<file path="src/rtl/boot_loader_ctrl.sv">
// Boot loader controller: holds the CPU datapath in reset while a program
// streams into instruction memory, then releases it to run from BASE_ADDR.
// Optional build macro BOOT_CHECKSUM_EN: the s_last word is a modulo-2^32
// checksum of the program words; it is not written to memory and is
// verified in a one-cycle CHECK state before release.
//
// state   | meaning
// IDLE    | after reset, waiting for start_load
// LOAD    | accepting stream words, writing them to imem
// CHECK   | comparing running sum with received checksum (checksum build only)
// RELEASE | one cycle letting the final write land
// RUN     | datapath out of reset
// ERR     | overflow or checksum mismatch, datapath held in reset
module boot_loader_ctrl #(
  parameter logic [31:0] BASE_ADDR = 32'h0000_0000,
  parameter int unsigned DEPTH     = 256
) (
  input  logic        clk,
  input  logic        rst,
  input  logic        start_load,
  input  logic        s_valid,
  input  logic [31:0] s_data,
  input  logic        s_last,
  output logic        s_ready,
  output logic        imem_we,
  output logic [31:0] imem_addr,
  output logic [31:0] imem_wdata,
  output logic        cpu_rst_n,
  output logic [31:0] boot_pc,
  output logic        busy,
  output logic        err
);

  localparam int unsigned CW = $clog2(DEPTH) + 1;
  localparam logic [CW-1:0] LAST_IDX = CW'(DEPTH - 1);

  typedef enum logic [2:0] {
    ST_IDLE    = 3'd0,
    ST_LOAD    = 3'd1,
    ST_RELEASE = 3'd2,
    ST_RUN     = 3'd3,
`ifdef BOOT_CHECKSUM_EN
    ST_ERR     = 3'd4,
    ST_CHECK   = 3'd5
`else
    ST_ERR     = 3'd4
`endif
  } state_t;

  state_t        state_q, state_d;
  logic [CW-1:0] count_q, count_d;
  logic          we_q, we_d;
  logic [31:0]   addr_q, addr_d;
  logic [31:0]   wdata_q, wdata_d;
  logic          accept;
  logic          prog_word;
`ifdef BOOT_CHECKSUM_EN
  logic [31:0]   sum_q, sum_d;
  logic [31:0]   chk_q, chk_d;
`endif

  assign accept = (state_q == ST_LOAD) && s_valid;
`ifdef BOOT_CHECKSUM_EN
  assign prog_word = accept && !s_last;
`else
  assign prog_word = accept;
`endif

  // Next-state, write-port and counter logic.
  always_comb begin
    state_d = state_q;
    count_d = count_q;
    we_d    = 1'b0;
    addr_d  = addr_q;
    wdata_d = wdata_q;
`ifdef BOOT_CHECKSUM_EN
    sum_d   = sum_q;
    chk_d   = chk_q;
`endif
    if (prog_word) begin
      we_d    = 1'b1;
      addr_d  = BASE_ADDR + (32'(count_q) << 2);
      wdata_d = s_data;
      count_d = count_q + CW'(1);
`ifdef BOOT_CHECKSUM_EN
      sum_d   = sum_q + s_data;
`endif
    end
    case (state_q)
      ST_IDLE, ST_RUN, ST_ERR: begin
        if (start_load) begin
          state_d = ST_LOAD;
          count_d = '0;
`ifdef BOOT_CHECKSUM_EN
          sum_d   = '0;
`endif
        end
      end
      ST_LOAD: begin
        if (accept) begin
          if (s_last) begin
`ifdef BOOT_CHECKSUM_EN
            state_d = ST_CHECK;
            chk_d   = s_data;
`else
            state_d = ST_RELEASE;
`endif
          end else if (count_q == LAST_IDX) begin
            state_d = ST_ERR;
          end
        end
      end
`ifdef BOOT_CHECKSUM_EN
      ST_CHECK:   state_d = (sum_q == chk_q) ? ST_RELEASE : ST_ERR;
`endif
      ST_RELEASE: state_d = ST_RUN;
      default:    state_d = ST_IDLE;
    endcase
  end

  // State and write-port registers with synchronous active-low reset.
  always_ff @(posedge clk) begin
    if (!rst) begin
      state_q <= ST_IDLE;
      count_q <= '0;
      we_q    <= 1'b0;
      addr_q  <= BASE_ADDR;
      wdata_q <= '0;
`ifdef BOOT_CHECKSUM_EN
      sum_q   <= '0;
      chk_q   <= '0;
`endif
    end else begin
      state_q <= state_d;
      count_q <= count_d;
      we_q    <= we_d;
      addr_q  <= addr_d;
      wdata_q <= wdata_d;
`ifdef BOOT_CHECKSUM_EN
      sum_q   <= sum_d;
      chk_q   <= chk_d;
`endif
    end
  end

  assign s_ready    = (state_q == ST_LOAD);
  assign imem_we    = we_q;
  assign imem_addr  = addr_q;
  assign imem_wdata = wdata_q;
  assign cpu_rst_n  = (state_q == ST_RUN);
  assign boot_pc    = BASE_ADDR;
  assign err        = (state_q == ST_ERR);
`ifdef BOOT_CHECKSUM_EN
  assign busy = (state_q == ST_LOAD) || (state_q == ST_CHECK) || (state_q == ST_RELEASE);
`else
  assign busy = (state_q == ST_LOAD) || (state_q == ST_RELEASE);
`endif

endmodule

</file>
<file path="config.mk">
export PLATFORM = sky130hd
export DESIGN_NAME = boot_loader_ctrl
export DESIGN_NICKNAME = d
export VERILOG_FILES = /design/src/rtl/boot_loader_ctrl.sv
export SDC_FILE = /design/constraint.sdc
export NUM_CORES = 1
export LEC_CHECK = 0
export BUFFER_PORTS_ARGS = -buffer_cell sky130_fd_sc_hd__clkbuf_2
export CAP_MARGIN = 20
export CORE_MARGIN = 10
export CORE_UTILIZATION = 44
export DETAILED_ROUTE_END_ITERATION = 10
export HOLD_SLACK_MARGIN = 0.05
export PLACE_DENSITY_LB_ADDON = 0.2
export SETUP_SLACK_MARGIN = 0.15
export SLEW_MARGIN = 10
export SYNTH_ARGS = -nofsm -noshare
export SYNTH_HDL_FRONTEND = slang
export SYNTH_SLANG_ARGS = --single-unit
</file>
<file path="constraint.sdc">
create_clock -name clk -period 2.08 [get_ports clk]
set_clock_uncertainty 0.1 [all_clocks]
set_input_delay 0.208 -clock clk [delete_from_list [all_inputs] [get_ports clk]]
set_output_delay 0.208 -clock clk [all_outputs]
set_load 0.02 [all_outputs]
</file>
==> Word level (Yosys, flattened, before mapping) <==
Cells that the tools add are included.
{ "classes": {"addsub": 1, "n_eq_ne": 8, "n_mux": 9, "reduce_logical": 5} }
{ "ops": {"columns": ["op", "count"], "rows": [
  ["$mux W9", 3],
  ["$mux W3", 4],
  ["$add A9 B1 Y9 const B", 1],
  ["$eq A9 B8 Y1 const B", 1],
  ["$pmux W3 S3", 1],
  ["$eq A3 B2 Y1 const B", 2],
  ["$eq A3 B1 Y1 const B", 1],
  ["$eq A3 B3 Y1 const B", 1],
  ["$logic_not A3 Y1", 1],
  ["$ne A3 B2 Y1 const B", 1],
  ["$reduce_and A3 Y1", 1],
  ["$reduce_or A3 Y1", 1],
  ["$ne A2 B1 Y1 const B", 1],
  ["$ne A2 B2 Y1 const B", 1],
  ["$logic_and A1 B1 Y1", 1],
  ["$logic_or A1 B1 Y1", 1],
  ["$mux W1", 1]
]} }
{ "word_totals": {"regBits": 54, "input_bits": 37, "output_inout_bits": 101} }

==> Longest topological paths before layout <==
{ "logic_depth": {"depth_word": 5, "ltp_mapped": 7, "depth_no_buf": 7} }

==> Worst setup path after synthesis <==
Ideal clock, no wire load.
{ "synth_timing": {"path_kind": "reg2reg", "from": "register state_q[1]", "to": "register count_q[8]", "setup_ps": 103, "arrival_ps": 1373, "t_required_ps": 1877, "path_slack_ps": 503, "path_stages_with_launch": 6, "n_path_buf": 2, "cell_sequence": "dfxtp_1 clkbuf_1 and3b_1 o21a_1 buf_2 a2111oi_2"} }
{ "synth_between": {"word_cells_on_any_way": 9, "cone_classes": "eq/ne (3); mux (3); reduce/logical (3)"} }
{ "synth_rtl": {"columns": ["element", "line_no", "text"], "rows": [
  ["from (decl)", "50", "state_t state_q, state_d;"],
  ["from (signal assigned)", "134", "state_q <= state_d;"],
  ["$eq A3 B2 Y1", null, null],
  ["via cpu_rst_n", "28", "output logic cpu_rst_n,"],
  ["$reduce_or A3 Y1", "89", "case (state_q)"],
  ["$mux W9", "89", null],
  ["to (signal assigned)", "135", "count_q <= count_d;"],
  ["to (decl)", "51", "logic [CW-1:0] count_q, count_d;"]
]} }
The timed path passes the listed nets, and every way through them passes these cells.
A chain may end at the register's enable or synchronous reset.

==> Worst setup path after layout <==
{ "layout_timing": {"from": "register state_q[0]", "to": "register wdata_q[17] (netlist: imem_wdata[17])"} }
{ "layout_between": {"elab_chain_cells": 2} }
{ "layout_lines": {"columns": ["element", "line_no", "text"], "rows": [
  ["$eq A3 B1 Y1", "62", "assign accept = (state_q == ST_LOAD) && s_valid;"],
  ["$logic_and A1 B1 Y1", "62", null],
  ["to (signal assigned)", "138", "wdata_q <= wdata_d;"],
  ["to (decl)", "54", "logic [31:0] wdata_q, wdata_d;"]
]} }
Every way passes these cells.

==> flow_metrics.py <==
metrics = {
    "floorplan": {
        "core_area_mm2": 0.00551,
        "pin_count": 138,
        "rows": 27,
        "start_util_pct": 45.5,
        "die_area_mm2": 0.00911,
        "dieWidth_um": 95.5,
        "fp.dieH_um": 95.5,
    },
    "sta": {
        "fin_crit_ns": 1.73,
        "slew_viol_final": 0,
        "rsz0062_at_grt": "no",
        "max_freq_ghz": 0.578,
        "fin_crit_sh_pct": 83.2,
        "fin_setup_tns_ns": 0,
        "hold_viol_final": 0,
        "finalSetupViolations": 0,
        "whs_ns": 0.174,
    },
    "worst_setup_path": {
        "start_kind": "flip-flop",
        "r2r_setup_slack_ns": 0.35,
        "critPathKind": "flip-flop to flip-flop",
        "rr_endpoint": "imem_wdata[17]",
        "timing.rr.start": "state_q[0]",
        "critPathMaxFanout": 13,
        "cp-end-kind": "flip-flop",
        "rr_worst_depth": 5,
        "cp_data_arrival_time_ns": 1.87,
        "required_ns": 2.22,
    },
    "synth": {
        "synth_top_family_by_area": "buffers and inverters",
        "synth-seq-area-share_pct": 43.1,
        "synth_compound_area_share_pct": 14.5,
        "synth_simple_gate_area_share_pct": 19.8,
        "synth.avg_cell_area_um2": 8.01,
        "syn-cell-area_mm2": 0.00251,
        "synthXorXnorAreaFrac_pct": 0.699,
        "yosysWarnings": 0,
        "syn_inst": 313,
        "synth_cell_types": 34,
        "ys_ff_latch": 54,
        "yosys.area_share.adder_pct": 0.999,
        "synth.area.mux_share_pct": 0.399,
    },
    "clocking": {
        "numCtsBuffers": 5,
        "cts_tree": "yes",
        "post-cts-setup-buffers": 0,
        "clock-sinks": 54,
        "htree_levels": 2,
        "insertion_delay_ns": 0.31,
        "root_buffer": "clkbuf_8",
        "clk_pin_slew_worst_paths_ns": 0.09,
        "clk_path_buf_depth": 2,
    },
    "global_routing": {
        "antenna_found_initial": 0,
        "grt_pass1_vias": 2165,
        "overflow": 0,
        "track_usage_pct": 13.9,
        "grt_max_degree": 33,
        "grt_pass1_wl_um": 10300,
    },
    "detailed_routing": {
        "routed_wl_um": 6630,
        "detail-route-antenna-nets": 0,
        "vias": 2203,
        "drt-initial-drc-count": 77,
        "wl_per_cell_um": 13.4,
        "vias_per_cell": 4.44,
        "firstDrtPassIters": 4,
        "drc": 0,
    },
    "outcome": {
        "outcome": "complete, no violations",
    },
    "worst_hold_path": {
        "whs_endpoint": "state_q[1]",
        "holdCritPathClass": "input pin to flip-flop",
        "min_from": "s_last",
        "min_path_cells": 3,
    },
    "cells_and_area": {
        "diodes": 0,
        "nets": 462,
        "layout-drive-gt1-share_pct": 24.3,
        "final_cell_count_no_fill": 496,
        "syn_to_final_growth_pct": 28.6,
    },
    "pwr": {
        "power_density_mw_per_mm2": 642,
        "p_leak_nw": 1.42,
        "peakVddDrop_v": 0.000411,
    },
    "job": {
        "max_cap_violations": 0,
    },
    "placement": {
        "dp_hpwl_um": 4700,
        "place_congestion": 0.874,
        "dp.cells": 455,
        "io_buffers": 82,
    },
}
==> power by group <==
part	internal (mW)	switching, mW
clock network	0.237	0.343
registers	1.07	0.0210
logic	0.136	0.263
total	1.44	0.627
==> worst max-delay path by stage <==
stage	from	endpoint	slack, ns	cells after the start
floorplan	state_q[1]	count_q[8]	0.50	5
global placement	state_q[2]	count_q[7]	0.34	3
detailed placement	state_q[2]	count_q[5]	0.30	3
CTS	state_q[2]	count_q[5]	0.28	3
global route	state_q[0]	imem_wdata[17]	0.20	5
finish	state_q[0]	imem_wdata[17]	0.35	5
==> kinds of logic after synthesis <==
logic type,count (synthesis)
AOI/OAI and AO/OA,61
buffers and inverters,77
other,1
adders and majority gates,2
and+or+nand+nor,115
DFF,54
muxes,1
xor gates and xnor gates,2
==> repair_timing <==
item	in CTS	in global routing
hold endpoints to repair	34	0
hold buffers	33	0
setup endpoints to repair	0	1
resized for setup	0	1
==> layer usage <==
| layer | track usage, % | wire, um |
|---|---|---|
| met1 | 14.1 | 2420 |
| met2 | 24.7 | 3300 |
| met3 | 6.36 | 815 |
| met4 | 5.16 | 97 |
| met5 | 0 | 0 |
==> cell type report <==
cell class,count,area (um2)
well taps,72,90.1
multi-input cells,236,1150
fillers,524,2280
clock buffers,5,68.8
flip-flops and latches,54,1080
inverters,3,11.3
repair buffers,123,801
clock inverters,3,21.3
==> synthesized netlist by cell type <==
cell / count / share of area (%)
clkinv_1: 1 / 0.15
conb_1: 1 / 0.15
or2_2: 1 / 0.25
nor3_1: 4 / 0.80
or3_1: 4 / 1.0
a2111oi_2: 1 / 0.60
nor4bb_1: 1 / 0.40
o21ai_0: 3 / 0.60
or4_1: 3 / 0.90
nor2_1: 6 / 0.90
a211oi_1: 6 / 1.8
o221a_2: 1 / 0.45
and3b_1: 1 / 0.35
nor2b_1: 1 / 0.25
nand4_1: 1 / 0.25
o211a_1: 1 / 0.40
and2_1: 2 / 0.50
inv_1: 2 / 0.30
a21oi_1: 42 / 8.4
mux2i_1: 1 / 0.40
nand3_1: 4 / 0.80
buf_2: 11 / 2.2
nand4bb_1: 1 / 0.45
clkbuf_1: 8 / 1.2
nand2b_1: 1 / 0.25
ha_1: 2 / 1.0
nand2_1: 85 / 13
o21a_1: 1 / 0.30
a32oi_1: 1 / 0.35
o311a_1: 1 / 0.40
dfxtp_1: 54 / 43
xnor2_1: 2 / 0.70
o31ai_1: 4 / 1.2
buf_4: 55 / 16
==> state kept, by name (all words and copies together) (netlist names) <==
signal / count
state_q: 3
imem_addr: 9
imem_we: 1
count_q: 9
imem_wdata: 32
==> placed cells by master, fill, tap and decap left out, types with 4 or more instances in the layout <==
cell           instances
clkbuf_2              82
nand2_1               85
conb_1                55
o31ai_1                4
dlygate4sd3_1         33
clkbuf_8               5
a21oi_1               42
or3_1                  4
dfxtp_1               54
nand3_1                4
a211oi_1               6
nor3_1                 4
buf_4                  8
nor2_1                 6
==> worst max-delay path, stage by stage, from the launching register on <==
cell      delay [ns]
dfxtp_1         0.55
nor4bb_4        0.37
buf_4           0.25
buf_4           0.20
nand2_1         0.07
a21oi_1         0.13
==> stage by stage <==
stage          cell area (um2)  total power, mW  utilization, %  worst slack, ns
6_report                  3220             2.07            58.5            0.350
5_1_grt                   3220             2.18            58.5            0.198
4_1_cts                   3210             2.10            58.3            0.284
3_5_place_dp              2790             1.46            50.7            0.302
3_3_place_gp              2790             1.45            50.7            0.341
2_1_floorplan             2710             1.43               -            0.503
Power figures use the tool's default switching activity.
